<file path="src/rtl/alu_pkg.sv">
// Shared encodings for the ALU decoder / execution unit pair: opcodes,
// ARM condition codes, NZCV bit positions and FlagW bit meanings.
package alu_pkg;

    typedef enum logic [2:0] {
        OP_ADD = 3'b000,
        OP_SUB = 3'b001,
        OP_CMP = 3'b010,
        OP_AND = 3'b011,
        OP_OR  = 3'b100,
        OP_LSR = 3'b101,
        OP_LSL = 3'b110,
        OP_RSV = 3'b111
    } alu_op_e;

    localparam logic [3:0] COND_EQ = 4'b0000;
    localparam logic [3:0] COND_NE = 4'b0001;
    localparam logic [3:0] COND_CS = 4'b0010;
    localparam logic [3:0] COND_CC = 4'b0011;
    localparam logic [3:0] COND_MI = 4'b0100;
    localparam logic [3:0] COND_PL = 4'b0101;
    localparam logic [3:0] COND_VS = 4'b0110;
    localparam logic [3:0] COND_VC = 4'b0111;
    localparam logic [3:0] COND_HI = 4'b1000;
    localparam logic [3:0] COND_LS = 4'b1001;
    localparam logic [3:0] COND_GE = 4'b1010;
    localparam logic [3:0] COND_LT = 4'b1011;
    localparam logic [3:0] COND_GT = 4'b1100;
    localparam logic [3:0] COND_LE = 4'b1101;
    localparam logic [3:0] COND_AL = 4'b1110;
    localparam logic [3:0] COND_NV = 4'b1111;

    localparam int FLAG_N = 3;
    localparam int FLAG_Z = 2;
    localparam int FLAG_C = 1;
    localparam int FLAG_V = 0;

    // FlagW[1] enables the N,Z write; FlagW[0] enables the C,V write.
    localparam int FW_NZ = 1;
    localparam int FW_CV = 0;

endpackage

</file>
<file path="src/rtl/alu_exec_unit_cond_check.sv">
// Combinational ARM condition evaluation: Cond x NZCV -> pass/fail.
// Kept standalone so the PC-select logic can reuse it.
module cond_check
    import alu_pkg::*;
(
    input  logic [3:0] cond,
    input  logic [3:0] flags,
    output logic       cond_ex
);

    logic n, z, c, v;

    assign n = flags[FLAG_N];
    assign z = flags[FLAG_Z];
    assign c = flags[FLAG_C];
    assign v = flags[FLAG_V];

    always_comb begin
        cond_ex = 1'b0;
        unique case (cond)
            COND_EQ: cond_ex = z;
            COND_NE: cond_ex = !z;
            COND_CS: cond_ex = c;
            COND_CC: cond_ex = !c;
            COND_MI: cond_ex = n;
            COND_PL: cond_ex = !n;
            COND_VS: cond_ex = v;
            COND_VC: cond_ex = !v;
            COND_HI: cond_ex = c && !z;
            COND_LS: cond_ex = !c || z;
            COND_GE: cond_ex = (n == v);
            COND_LT: cond_ex = (n != v);
            COND_GT: cond_ex = !z && (n == v);
            COND_LE: cond_ex = z || (n != v);
            COND_AL: cond_ex = 1'b1;
            default: cond_ex = 1'b0;
        endcase
    end

endmodule

</file>
<file path="src/rtl/alu_exec_unit.sv">
// ALU execution unit: single-cycle add/sub/logic, serial one-bit-per-cycle
// LSL/LSR, and ownership of the architectural NZCV register.
module alu_exec_unit
    import alu_pkg::*;
#(
    parameter int WIDTH = 32,
    parameter int SHW   = 5
) (
    input  logic             CLK,
    input  logic             RESET,
    input  logic             Start,
    input  logic [2:0]       ALUControl,
    input  logic [1:0]       FlagW,
    input  logic [3:0]       Cond,
    input  logic [WIDTH-1:0] SrcA,
    input  logic [WIDTH-1:0] SrcB,
    input  logic [SHW-1:0]   Shamt,
    output logic             Busy,
    output logic             Done,
    output logic [WIDTH-1:0] Result,
    output logic             CondEx,
    output logic [3:0]       Flags
);

    typedef enum logic {IDLE, SHIFT} state_e;

    state_e            state, state_next;
    alu_op_e           op_in, op_q;
    logic [1:0]        flagw_q;
    logic              cond_pend, carry_q;
    logic [WIDTH-1:0]  work;
    logic [SHW-1:0]    count;
    logic              cond_now, is_shift;

    cond_check u_cond_check (.cond(Cond), .flags(Flags), .cond_ex(cond_now));

    assign op_in    = alu_op_e'(ALUControl);
    assign is_shift = (op_in == OP_LSL) || (op_in == OP_LSR);
    assign Busy     = (state == SHIFT);

    // Shared adder: SUB/CMP use A + ~B + 1 so C reads as "no borrow".
    logic             sub, carry_out, ovf;
    logic [WIDTH-1:0] b_eff, sum;

    assign sub   = (op_in == OP_SUB) || (op_in == OP_CMP);
    assign b_eff = sub ? ~SrcB : SrcB;
    assign {carry_out, sum} = {1'b0, SrcA} + {1'b0, b_eff} + {{WIDTH{1'b0}}, sub};
    assign ovf   = (SrcA[WIDTH-1] == b_eff[WIDTH-1]) && (sum[WIDTH-1] != SrcA[WIDTH-1]);

    logic             commit, cm_cond, cm_wr, cm_c, cm_v;
    logic [1:0]       cm_fw;
    logic [WIDTH-1:0] cm_res;

    always_comb begin
        state_next = state;
        commit     = 1'b0;
        cm_res     = '0;
        cm_c       = Flags[FLAG_C];
        cm_v       = Flags[FLAG_V];
        cm_cond    = cond_now;
        cm_fw      = FlagW;
        cm_wr      = 1'b0;
        unique case (state)
            IDLE: if (Start) begin
                if (is_shift) begin
                    state_next = SHIFT;
                end else begin
                    commit = 1'b1;
                    cm_wr  = (op_in != OP_RSV);
                    unique case (op_in)
                        OP_ADD, OP_SUB, OP_CMP: begin
                            cm_res = sum;
                            cm_c   = carry_out;
                            cm_v   = ovf;
                        end
                        OP_AND:  cm_res = SrcA & SrcB;
                        OP_OR:   cm_res = SrcA | SrcB;
                        default: cm_res = '0;
                    endcase
                end
            end
            SHIFT: if (count == '0) begin
                state_next = IDLE;
                commit     = 1'b1;
                cm_res     = work;
                cm_c       = carry_q;
                cm_cond    = cond_pend;
                cm_fw      = flagw_q;
                cm_wr      = 1'b1;
            end
            default: state_next = IDLE;
        endcase
    end

    always_ff @(posedge CLK or posedge RESET) begin
        if (RESET) begin
            state     <= IDLE;
            op_q      <= OP_ADD;
            flagw_q   <= '0;
            cond_pend <= 1'b0;
            carry_q   <= 1'b0;
            work      <= '0;
            count     <= '0;
            Result    <= '0;
            CondEx    <= 1'b0;
            Flags     <= '0;
            Done      <= 1'b0;
        end else begin
            state <= state_next;
            Done  <= commit;
            if (state == IDLE && Start && is_shift) begin
                op_q      <= op_in;
                flagw_q   <= FlagW;
                cond_pend <= cond_now;
                // Seeded with old C so a zero-length shift leaves C untouched.
                carry_q   <= Flags[FLAG_C];
                work      <= SrcB;
                count     <= Shamt;
            end else if (state == SHIFT && count != '0) begin
                if (op_q == OP_LSL) begin
                    work    <= {work[WIDTH-2:0], 1'b0};
                    carry_q <= work[WIDTH-1];
                end else begin
                    work    <= {1'b0, work[WIDTH-1:1]};
                    carry_q <= work[0];
                end
                count <= count - 1'b1;
            end
            if (commit) begin
                Result <= cm_res;
                CondEx <= cm_cond;
                if (cm_wr && cm_cond && cm_fw[FW_NZ]) begin
                    Flags[FLAG_N] <= cm_res[WIDTH-1];
                    Flags[FLAG_Z] <= (cm_res == '0);
                end
                if (cm_wr && cm_cond && cm_fw[FW_CV]) begin
                    Flags[FLAG_C] <= cm_c;
                    Flags[FLAG_V] <= cm_v;
                end
            end
        end
    end

endmodule

</file>
<file path="config.mk">
export PLATFORM = sky130hd
export DESIGN_NAME = alu_exec_unit
export DESIGN_NICKNAME = d
export VERILOG_FILES = /design/src/rtl/alu_pkg.sv /design/src/rtl/alu_exec_unit_cond_check.sv /design/src/rtl/alu_exec_unit.sv
export SDC_FILE = /design/constraint.sdc
export NUM_CORES = 1
export LEC_CHECK = 0
export CORE_MARGIN = 2
export CORE_UTILIZATION = 30
export DETAILED_ROUTE_END_ITERATION = 7
export DONT_BUFFER_PORTS = 1
export PLACE_DENSITY_LB_ADDON = 0.25
export SKIP_CTS_REPAIR_TIMING = 1
export SLEW_MARGIN = 15
export SYNTH_ARGS = -nofsm -noshare
export SYNTH_HDL_FRONTEND = slang
export SYNTH_SLANG_ARGS = --single-unit
</file>
<file path="constraint.sdc">
create_clock -name CLK -period 3.7 [get_ports CLK]
set_clock_uncertainty 0.05 [all_clocks]
set_input_delay 0.555 -clock CLK [delete_from_list [all_inputs] [get_ports CLK]]
set_output_delay 0.555 -clock CLK [all_outputs]
set_load 0.02 [all_outputs]
</file>
==> results.yml <==
power_and_ir_drop:
  p_comb_frac: 0.515
  swShare: 0.4712
  power_frac_seq: 0.334
  switchingPower_w: 0.002855
  p_clk_frac: 0.151
  ir_drop_mv: 0.2418
  power_density_nw_per_um2: 637.3
  p_leak_nw: 4.235
  p_int_w: 0.003204
synth:
  ys_ff_latch: 83
  synth-seq-area-share: 0.2784
  synth-edff-count: 0
  synth_fp_nets: 1102
  ys.warnings.count: 0
  yosysTopAreaCellShare: 0.2784
  async_flop_share: 1.000
  avgSynthCellArea_um2: 7.627
  syn-cell-area_um2: 7460
  yosys.area.top_type: "dfrtp_1"
  synth.distinct_cells: 78
  ys_top_cells_by_area: "dfrtp_1 28%, a21oi_1 7.9%, nand2_1 7.8%, ha_1 7.0%, xor2_1 5.5%"
  synthFlopType: "dfrtp_1"
  syn_inst: 978
cells_and_area:
  antennaDiodeCount: 0
  utilization: 0.3898
  num-fill-cells: 2574
  fin_nets: 1220
  syn_to_final_growth_pct: 27.44
  mostFrequentLayoutCell: "buf_4"
  drive_above_1_share: 0.2334
  most-common-layout-cells: "163 x buf_4, 156 x nand2_1, 109 x a21oi_1, 84 x nor2_1, 83 x dfrtp_1"
sta:
  hold_slack_ns: 0.1537
  fin_setup_tns_ns: 0
  worst_pin_slew_ns: 0.8438
  fin_crit_ns: 3.648
  fmax_mhz: 274.1
  max-slew-margin-rel: 0.4375
  layout_setup_ws_ns: 0.05159
  timing.final.hold_violations: 0
  maxSlewViolCount: 0
  finalSetupViolCount: 0
  finalCritPeriodShare: 0.9861
status:
  status: "finished clean"
global_routing:
  antenna_found_initial: 0
  grt_start_max_net_pins: 46
  grt_pass1_vias: 7491
  grt.overflow.total: 0
  track_usage: 0.2182
  grt_pass1_wl_mm: 43.95
placed_design:
  portBuffers: 0
  gp_congestion: 0.9377
  dpl.hpwl_mm: 22.10
  pre_cts_slack_ns: -0.4224
critical_path:
  setup.worst_path.start_class: "input pin"
  crit_path_end_kind: "flop"
  crit_required_ns: 3.92
  reg2reg_slack_ns: 0.48
  worstSetupStartpoint: "ALUControl[1]"
  crit_type: "input pin to flop"
  crit_arrival_ns: 3.87
  r2r-start: "count[0]"
  cp_max_fo: 15
flow_run:
  cap_violations: 0
detailed_routing:
  drtAntennaViolNets: 0
  routed_wl_mm: 29.16
  via_per_inst: 5.542
  routedWlPerCell_um: 20.46
  firstDrtPassIters: 5
  post-route-drc-count: 0
  num_vias: 7898
  drt_iter0_drc: 667
cts:
  root_buffer: "clkbuf_16"
  clkSinkCount: 83
  clk_pin_slew_ns: 0.06
  clock_latency_ns: 0.36
  ctsLongestPathBuffers: 2
  cts_tree: "built"
  numCtsBuffers: 9
  cts_max_level: 3
floorplanning:
  die_y_um: 161.7
  row_count: 57
  core_area_um2: 24390
  ios: 120
  start_util: 0.3058
  dieArea_um2: 26140
  die-width_um: 161.7
min_path:
  holdCritPathClass: "input pin to async pin"
metrics by stage:
stage / cells / total power, W / instance area (µm²)
global placement: 1395 / 0.004968 / 8835
floorplan: 978 / 0.003898 / 7533
CTS: 1411 / 0.005934 / 9125
detailed placement: 1395 / 0.005007 / 8835
finish: 1425 / 0.006059 / 9507
global route: 1425 / 0.006532 / 9507
cells by family after synthesis:
logic type | after synthesis | share of synthesized area
xor gates and xnor gates | 60 | 0.07145
AOI/OAI and AO/OA | 359 | 0.3152
buffers and inverters | 89 | 0.04831
adders and majority gates | 43 | 0.07313
muxes | 7 | 0.009896
and+or+nand+nor | 337 | 0.2036
DFF | 83 | 0.2784
path summary, 6_finish.rpt:
path | end | cells after the start
max | Flags[2] | 17
min | Done | 1
max reg2reg | Result[26] | 10
min reg2reg | op_q[2] | 1
max in group asynchronous | work[30] | 2
min in group CLK | op_q[1] | 1
power groups by stage:
stage / combinational (W) / sequential [W] / clock [W]
floorplan: 0.00200 / 0.00190 / 0
global placement: 0.00293 / 0.00204 / 0
detailed placement: 0.00297 / 0.00204 / 0
CTS: 0.00298 / 0.00202 / 0.000934
global route: 0.00348 / 0.00208 / 0.000976
finish: 0.00312 / 0.00202 / 0.000917
registers in the layout, summed over array words and instances (netlist names):
| name | count |
|---|---|
| Busy | 1 |
| CondEx | 1 |
| Done | 1 |
| Flags | 4 |
| Result | 32 |
| carry_q | 1 |
| cond_pend | 1 |
| count | 5 |
| flagw_q | 2 |
| op_q | 3 |
| work | 32 |
worst max-delay path, stage by stage:
cell       delay [ns]
xnor2_4          0.17
nor2_4           0.06
buf_12           0.15
clkbuf_16        0.18
xor2_1           0.15
ha_1             0.33
o211a_1          0.20
nor2b_2          0.20
nand4_1          0.25
a311oi_4         0.41
o21ai_4          0.12
o31ai_4          0.26
xor2_1           0.12
a221oi_2         0.22
buf_4            0.16
nand4_1          0.10
o31ai_2          0.23
synth_stat cells, types with 5 or more instances:
cell	instances
and3b_1	5
o211ai_1	8
ha_1	42
a21oi_1	118
o221a_2	13
nand3_1	28
a221oi_1	9
xnor2_1	12
nand2_1	156
xor2_1	47
o21a_1	5
nor3_1	7
a211oi_1	9
a22oi_1	25
a21o_1	28
nor2_1	86
dfrtp_1	83
nand4_1	9
buf_2	14
clkbuf_1	44
nand2b_1	11
inv_1	27
o21ai_0	76
a31oi_1	7
o22ai_1	6
cell type report:
class	count	area (µm²)	share of cell area
Tap cell	324	405.4	0.04264
Sequential cell	83	2077	0.2185
Clock buffer	9	225.2	0.02369
Multi-Input combinational cell	806	5295	0.5570
Inverter	27	102.6	0.01079
Timing Repair Buffer	169	1336	0.1406
Clock inverter	7	65.06	0.006844
metal layers:
metal	vias up	track usage	wire (µm)
met4	0	0.05792	565
met1	3783	0.3028	12770
met2	312	0.3467	13370
li1	3775	-	-
met5	-	0	0
met3	28	0.04494	2450
(Power assumes the default switching activity.)
